### config.mk
export PLATFORM = sky130hd
export DESIGN_NAME = id_ex_stage
export DESIGN_NICKNAME = d
export VERILOG_FILES = /design/src/rtl/id_ex_stage.sv
export SDC_FILE = /design/constraint.sdc
export NUM_CORES = 1
export LEC_CHECK = 0
export BUFFER_PORTS_ARGS = -buffer_cell sky130_fd_sc_hd__buf_4
export CAP_MARGIN = 20
export CORE_AREA = 2 2 175 177
export CTS_BUF_LIST = sky130_fd_sc_hd__clkbuf_8
export CTS_CLUSTER_SIZE = 25
export DETAILED_ROUTE_END_ITERATION = 16
export DIE_AREA = 0 0 177 179
export PLACE_DENSITY = 0.71
export SYNTH_ARGS = -nofsm -noshare
export SYNTH_HDL_FRONTEND = slang
export SYNTH_SLANG_ARGS = --single-unit
### constraint.sdc
create_clock -name clk -period 6.45 [get_ports clk]
set_input_delay 0 -clock clk [delete_from_list [all_inputs] [get_ports clk]]
set_output_delay 0 -clock clk [all_outputs]
set_load 0.02 [all_outputs]
### src/rtl/id_ex_stage.sv
// ID/EX pipeline register with write-through bypass at capture, load-use
// stall detection, bubble insertion on stall/flush, EX-stage operand
// forwarding from EX/MEM and MEM/WB, and stall/flush event counters.
module id_ex_stage #(
    parameter int bit_width = 32
) (
    input  logic                 clk,
    input  logic                 rst,
    input  logic                 id_valid,
    input  logic [4:0]           id_rs,
    input  logic [4:0]           id_rt,
    input  logic [4:0]           id_rd,
    input  logic [bit_width-1:0] id_rd_data1,
    input  logic [bit_width-1:0] id_rd_data2,
    input  logic [bit_width-1:0] id_imm,
    input  logic [bit_width-1:0] id_pc,
    input  logic                 id_reg_wr,
    input  logic                 id_mem_rd,
    input  logic                 id_mem_wr,
    input  logic                 id_alu_src,
    input  logic [3:0]           id_alu_op,
    input  logic                 flush,
    input  logic                 exm_reg_wr,
    input  logic [4:0]           exm_rd,
    input  logic [bit_width-1:0] exm_result,
    input  logic                 wb_reg_wr,
    input  logic [4:0]           wb_rd,
    input  logic [bit_width-1:0] wb_data,
    output logic                 stall,
    output logic                 ex_valid,
    output logic                 ex_reg_wr,
    output logic                 ex_mem_rd,
    output logic                 ex_mem_wr,
    output logic                 ex_alu_src,
    output logic [3:0]           ex_alu_op,
    output logic [4:0]           ex_rs,
    output logic [4:0]           ex_rt,
    output logic [4:0]           ex_rd,
    output logic [bit_width-1:0] ex_imm,
    output logic [bit_width-1:0] ex_pc,
    output logic [bit_width-1:0] ex_op_a,
    output logic [bit_width-1:0] ex_op_b,
    output logic [31:0]          stall_count,
    output logic [31:0]          flush_count
);

    // Operand values as captured into ID/EX, before EX forwarding.
    logic [bit_width-1:0] rs_val_p1;
    logic [bit_width-1:0] rt_val_p1;

    // Register-file read data is stale while the same register is being
    // written back this cycle, so take the write-back data instead.
    // Register 0 is never bypassed.
    function automatic logic [bit_width-1:0] bypass(
        input logic                 wr_en,
        input logic [4:0]           wr_idx,
        input logic [4:0]           rd_idx,
        input logic [bit_width-1:0] wr_val,
        input logic [bit_width-1:0] rd_val
    );
        if (wr_en && (wr_idx != 5'd0) && (wr_idx == rd_idx))
            return wr_val;
        return rd_val;
    endfunction

    // EX/MEM is younger than MEM/WB and therefore wins when both target
    // the same register.
    function automatic logic [bit_width-1:0] forward(
        input logic [4:0]           src_idx,
        input logic [bit_width-1:0] cap_val,
        input logic                 m_wr,
        input logic [4:0]           m_idx,
        input logic [bit_width-1:0] m_val,
        input logic                 w_wr,
        input logic [4:0]           w_idx,
        input logic [bit_width-1:0] w_val
    );
        if (m_wr && (m_idx != 5'd0) && (m_idx == src_idx))
            return m_val;
        if (w_wr && (w_idx != 5'd0) && (w_idx == src_idx))
            return w_val;
        return cap_val;
    endfunction

    // Load-use hazard: a load in EX whose destination is read in decode.
    // rt is compared even for I-format instructions; over-stalling is safe.
    always_comb begin
        stall = id_valid & ex_valid & ex_mem_rd & (ex_rd != 5'd0) &
                ((ex_rd == id_rs) | (ex_rd == id_rt));
    end

    // ID/EX register: bubble on flush or stall, else capture decode fields.
    always_ff @(posedge clk or posedge rst) begin
        if (rst) begin
            ex_valid   <= 1'b0;
            ex_reg_wr  <= 1'b0;
            ex_mem_rd  <= 1'b0;
            ex_mem_wr  <= 1'b0;
            ex_alu_src <= 1'b0;
            ex_alu_op  <= 4'd0;
            ex_rs      <= 5'd0;
            ex_rt      <= 5'd0;
            ex_rd      <= 5'd0;
            ex_imm     <= '0;
            ex_pc      <= '0;
            rs_val_p1  <= '0;
            rt_val_p1  <= '0;
        end else if (flush || stall) begin
            // Bubble: controls and indices cleared, imm/pc held.
            ex_valid   <= 1'b0;
            ex_reg_wr  <= 1'b0;
            ex_mem_rd  <= 1'b0;
            ex_mem_wr  <= 1'b0;
            ex_alu_src <= 1'b0;
            ex_alu_op  <= 4'd0;
            ex_rs      <= 5'd0;
            ex_rt      <= 5'd0;
            ex_rd      <= 5'd0;
            rs_val_p1  <= '0;
            rt_val_p1  <= '0;
        end else begin
            ex_valid   <= id_valid;
            ex_reg_wr  <= id_reg_wr;
            ex_mem_rd  <= id_mem_rd;
            ex_mem_wr  <= id_mem_wr;
            ex_alu_src <= id_alu_src;
            ex_alu_op  <= id_alu_op;
            ex_rs      <= id_rs;
            ex_rt      <= id_rt;
            ex_rd      <= id_rd;
            ex_imm     <= id_imm;
            ex_pc      <= id_pc;
            rs_val_p1  <= bypass(wb_reg_wr, wb_rd, id_rs, wb_data, id_rd_data1);
            rt_val_p1  <= bypass(wb_reg_wr, wb_rd, id_rt, wb_data, id_rd_data2);
        end
    end

    // EX operands after forwarding from the later pipeline stages.
    always_comb begin
        ex_op_a = forward(ex_rs, rs_val_p1, exm_reg_wr, exm_rd, exm_result,
                          wb_reg_wr, wb_rd, wb_data);
        ex_op_b = forward(ex_rt, rt_val_p1, exm_reg_wr, exm_rd, exm_result,
                          wb_reg_wr, wb_rd, wb_data);
    end

    // Event counters; a stall masked by a flush is counted only as a flush.
    always_ff @(posedge clk or posedge rst) begin
        if (rst) begin
            stall_count <= 32'd0;
            flush_count <= 32'd0;
        end else begin
            if (stall && !flush)
                stall_count <= stall_count + 32'd1;
            if (flush)
                flush_count <= flush_count + 32'd1;
        end
    end

endmodule

Yosys cells after proc, flatten, opt, wreduce, memory -nomap -nowiden. Index checks and enable logic that the tools add are counted.

Word-level logic and storage cells: 77. Bits of input ports: 231. Bits in registers: 216. Output and inout bits: 217.

Reduce and logical (&&, ||, !) cells: 14. Equal/unequal tests: 8. $add $sub $neg: 2. Muxes and demuxes: 33. Bitwise operators: 5.

Operators with widths (count): 32-bit 2-to-1 mux (14); 32-bit by 1-bit adder with 32-bit output, second input constant (2); 5-bit == test (8); 1-bit 2-to-1 mux (15); 5-bit 2-to-1 mux (3); 5-bit nonzero test (3); 1-bit logical AND (9); 1-bit AND (4); 4-bit 2-to-1 mux (1); 1-bit zero test (1); 1-bit logical OR (1); 1-bit OR (1).

Logic depth before layout (Yosys ltp).
Depth in word-level cells: 8. Depth in mapped cells: 8.

Worst setup path before layout. OpenSTA, ideal clock, no wires.

Kind: register -> register. Start: register ex_rd[1]. End: register ex_imm[0]. Stages on the path, launching flop included: 8. Path slack: 4.164 ns. Clock period less this slack: 2.286 ns. Path buffers: 3. Arrival: 2.161 ns. Library setup time: 0.125 ns. Path through: dfrtp_1 or4_1 o2111a_1 buf_6 a21o_1 buf_6 buf_6 mux2_4.

Word-level cells in the longest chain between the ends: 4. Elaborated cells between the ends (all ways): 7. Those cells by class: 2 x eq/ne; 3 x bitwise; 2 x reduce/logical.

Ends and longest elaborated chain: start: declaration (line 38) `output logic [4:0] ex_rd,`; start signal: assignment (line 130) `ex_rd <= id_rd;`; 5-bit == test or 5-bit nonzero test (tied branches) (line 89, 88); 1-bit OR or 1-bit AND (tied branches) (line 89, 88); 1-bit AND (*) (line 88) `stall = id_valid & ex_valid & ex_mem_rd & (ex_rd != 5'd0) &`; 1-bit logical OR (*) (line 108) `end else if (flush || stall) begin`; end signal: assignment (line 131) `ex_imm <= id_imm;`; end: declaration (line 39) `output logic [bit_width-1:0] ex_imm,`.

Every way passes the cells marked *; elsewhere a longest branch is shown, timed or not. A chain may end at the register's enable or synchronous reset.

Worst setup path in the final report.
Start: register ex_rt[2]. End: output port ex_op_b[18].

Word-level cells in the longest chain between the ends: 6. Elaborated cells between the ends (all ways): 10. Those cells by class: 2 x eq/ne; 6 x mux; 2 x reduce/logical.

Ends and longest elaborated chain: start: declaration (line 37) `output logic [4:0] ex_rt,`; start signal: assignment (line 129) `ex_rt <= id_rt;`; 5-bit == test (line 80) `if (w_wr && (w_idx != 5'd0) && (w_idx == src_idx))`; 1-bit logical AND (line 80); 1-bit 2-to-1 mux (2 in series) (line 80); 32-bit 2-to-1 mux (line 82) `return cap_val;`; 32-bit 2-to-1 mux (*) (line 80); end: declaration (line 42) `output logic [bit_width-1:0] ex_op_b,`.

Every way passes the cells marked *; elsewhere a longest branch is shown, timed or not. The select of a mux whose other input is x is not followed.

==> key figures <==
Routing
  – # DRC: 0
  – Per-cell routed wire length: 18.3 um
  – Drt first pass iters: 5
  – Routed vias: 10058
  – Iter 0 DRT Violations: 409
  – Post-Route WL: 37.9 mm
  – Number of vias per cell after detailed routing: 4.86
  – Antenna-violating nets left: 0

Logic synthesis
  – Fraction of post-synthesis cell area in the top cell type by area: 50.8%
  – Post-synth net total: 1212
  – Average footprint of a synthesized cell: 10.9 um2
  – Netlist Area Pre-Place: 10600 um2
  – Gate count of the mapped netlist: 979
  – Number of enable-type register cells in the synthesized netlist: 0
  – Async set-or-reset flop fraction in the synthesized netlist: 100%
  – Commonest register cell after synthesis: sky130_fd_sc_hd__dfrtp_1
  – Sequential share of the synthesized area: 50.8%
  – Number of warning messages in the yosys log: 0
  – Distinct cells, synth: 38
  – Register bit total from synthesis: 216
  – Largest cells by area after synthesis: sky130_fd_sc_hd__dfrtp_1, sky130_fd_sc_hd__mux2i_1, sky130_fd_sc_hd__mux2_4
  – Post-synthesis cell type with the largest combined area: sky130_fd_sc_hd__dfrtp_1

Place
  – Final HPWL from detailed placement: 25.1 mm
  – Weighted congestion at the end of routability-driven global placement: 0.828
  – Number of placed instances, taps included: 1781
  – Number of input and output port buffers inserted: 447
  – Post-Place Worst Slack: 3400 ps
  – Placed Area: 14400 um2

Timing
  – Hold Violations, Final: 0
  – Final setup slack of the worst path: 3310 ps
  – Unrepaired setup endpoints after global routing: no
  – Maximum frequency from static timing analysis: 319 MHz
  – Share of the clock period used by the worst path: 48.7%
  – Setup tns final: 0 ps
  – Transition at the pin with the smallest max-transition slack: 923 ps
  – Post-Route Skew: 25.3 ps
  – Pins Over Slew Limit: 0
  – Setup violations, final: 0
  – Time the final worst path needs with I/O delays and setup: 3140 ps
  – Final worst hold slack: 107 ps
  – Worst max-slew margin expressed relative to the limit: 38.5%

Pwr
  – Total Power: 3.69 mW
  – Worst ir drop on vdd: 0.187 mV
  – Static Leak: 8.30 nW
  – PwrDens: 213 nW/um2

Die
  – Floorplan die width: 177 um
  – I/O Pins: 448
  – Initial cell density of the core: 35.4%
  – Placeable core region: 30000 um2
  – DIE HEIGHT: 179 um
  – Standard-cell rows: 64
  – Area of the die: 31700 um2

Clock network
  – Clock input transition at the sequential cells of the worst setup and hold paths: 60 ps
  – Setup repair bufs after CTS: 0
  – CTS Root Cell: sky130_fd_sc_hd__clkbuf_8
  – TritonCTS clock tree: yes
  – Post_cts resized: 0
  – Maximum level of the CTS H-tree: 2
  – Clock buffer depth: 3
  – Number of clock sinks: 216
  – Skew-Pair Late Insertion Delay: 530 ps
  – Num CTS Buffers: 39

Setup path
  – Setup crit end kind: primary output
  – Count of cells along the worst register-to-register path: 6
  – Cell with the largest stage delay on the worst path: sky130_fd_sc_hd__and3_1
  – Maximum single-stage delay on the critical path: 530 ps
  – Reg-to-Reg End: ex_pc[5]
  – Worst Path Arrival: 3140 ps
  – Critical path buffer and inverter count: 2
  – Top cell family by delay on the critical path: simple AND/OR/NAND/NOR gates
  – RR Startpoint: ex_rd[0]
  – Register-to-register setup slack: 3390 ps
  – Ordered list of cells on the worst path: xor2_1 > nor4_1 > and3_1 > buf_4 > nand2_1 > a31oi_1 > buf_4
  – Class of the most critical setup path: reg2out
  – Startpoint kind of the worst setup timing path: flop
  – Most frequent cell on the critical path: sky130_fd_sc_hd__buf_4
  – Data required time at the worst endpoint: 6450 ps
  – Critical Path Fanout Max: 25

Job
  – Max-cap viol count: 0

Layout
  – Area added between synthesis and finish: 63.0%
  – Number of inserted filler cells in the final layout: 2461
  – Layout Cells excl Fill: 2069
  – Post-Route Utilization: 57.7%
  – Share of layout cells above drive strength 1: 35.5%
  – Final #Nets: 1877
  – Non-Filler Cell Area, Final: 17300 um2

GRT
  – Global-route wire length before repair: 57.2 mm
  – Global-route usage over all layers: 22.9%
  – Overflow after GRT: 0
  – Number of antenna violations at the first check in global routing: 3
  – Vias in the first global route: 10424
  – Maximum number of pins on one net before global-route repair: 81

Worst hold path
  – Worst hold path class: in2async

Status
  – Outcome: complete, no violations
area by class of cell:
cell class              instances  area (um2)  area share (%)
diodes                          2        5.00          0.0289
clock buffers                  47         647            3.73
clock inverters                21         144           0.830
inverters                       7        33.8           0.195
multi-input cells             700        4950            28.5
flip-flops and latches        216        5410            31.2
well taps                     396         495            2.86
repair buffers                680        5650            32.6
power by group:
part	internal, mW	switching (mW)	leakage, nW
combinational	0.438	0.398	5.09
clock	0.740	0.595	0.452
sequential	1.45	0.0737	2.75
kinds of logic (layout without fill, tap and decap cells):
logic type,after synthesis,after routing,synth area share [%]
simple gates,361,361,15.7
flops,216,216,50.8
mux,162,162,17.8
xor+xnor,102,102,8.40
compound gates,73,73,4.01
buf+inv,63,755,3.06
fa+ha+maj,2,2,0.235
other cells,0,2,0
routing by layer:
layer	global-route usage [%]	wire [um]
met5	0	13
met3	6.17	2950
met4	7.23	1080
met2	41.2	19300
met1	26.4	14500
cell usage after synthesis, types with 14 or more instances:
| cell type | n |
|---|---|
| sky130_fd_sc_hd__mux2_2 | 16 |
| sky130_fd_sc_hd__o21ai_0 | 16 |
| sky130_fd_sc_hd__clkbuf_1 | 31 |
| sky130_fd_sc_hd__dfrtp_1 | 216 |
| sky130_fd_sc_hd__a31oi_1 | 32 |
| sky130_fd_sc_hd__o21ai_1 | 18 |
| sky130_fd_sc_hd__and2_1 | 24 |
| sky130_fd_sc_hd__nand2_1 | 116 |
| sky130_fd_sc_hd__nand3_1 | 29 |
| sky130_fd_sc_hd__nor4_1 | 17 |
| sky130_fd_sc_hd__xor2_1 | 62 |
| sky130_fd_sc_hd__buf_2 | 14 |
| sky130_fd_sc_hd__nor2_1 | 116 |
| sky130_fd_sc_hd__mux2_4 | 50 |
| sky130_fd_sc_hd__nor3_1 | 14 |
| sky130_fd_sc_hd__nand4_1 | 19 |
| sky130_fd_sc_hd__xnor2_1 | 40 |
| sky130_fd_sc_hd__mux2i_1 | 96 |
state kept, by name, summed over array words and instances (netlist names), 4 cells and up:
register / count
ex_imm: 32
ex_rs: 5
ex_pc: 32
rt_val_p1: 32
ex_alu_op: 4
flush_count: 32
ex_rd: 5
stall_count: 32
rs_val_p1: 32
ex_rt: 5
cells in the final DEF, fill, tap and decap left out, drive strengths merged, types with 24 or more instances in the layout:
cell type	instances
a31oi	32
and2	24
buf	462
clkbuf	47
dfrtp	216
dlygate4sd3	218
mux2	66
mux2i	96
nand2	116
nand3	29
nor2	116
o21ai	34
xnor2	40
xor2	62
repair_timing:
item	CTS	global route
endpoints found under the setup margin	0	0
hold endpoints to repair	235	0
hold buffers	218	0
how the worst max path moves through the flow:
stage | start | endpoint | slack (ps) | cells past startpoint
final | ex_rt[2] | ex_op_b[18] | 3310 | 7
after global routing | ex_rt[2] | ex_op_b[18] | 3150 | 7
after CTS | ex_rt[2] | ex_op_b[18] | 3220 | 7
after floorplan | rst | ex_alu_op[0] | 540 | 1
after detailed placement | ex_rd[0] | ex_pc[6] | 3400 | 6
after global placement | ex_rd[0] | ex_pc[4] | 3510 | 6
worst reg2reg max path, cell delays in order (launching register included):
cell and delay [ps]:
sky130_fd_sc_hd__dfrtp_1 440, sky130_fd_sc_hd__xor2_1 190, sky130_fd_sc_hd__nor3_1 270, sky130_fd_sc_hd__a22o_1 370
sky130_fd_sc_hd__a21o_4 530, sky130_fd_sc_hd__buf_4 700, sky130_fd_sc_hd__mux2_2 480
No activity file was read; power rests on OpenSTA's default activity.
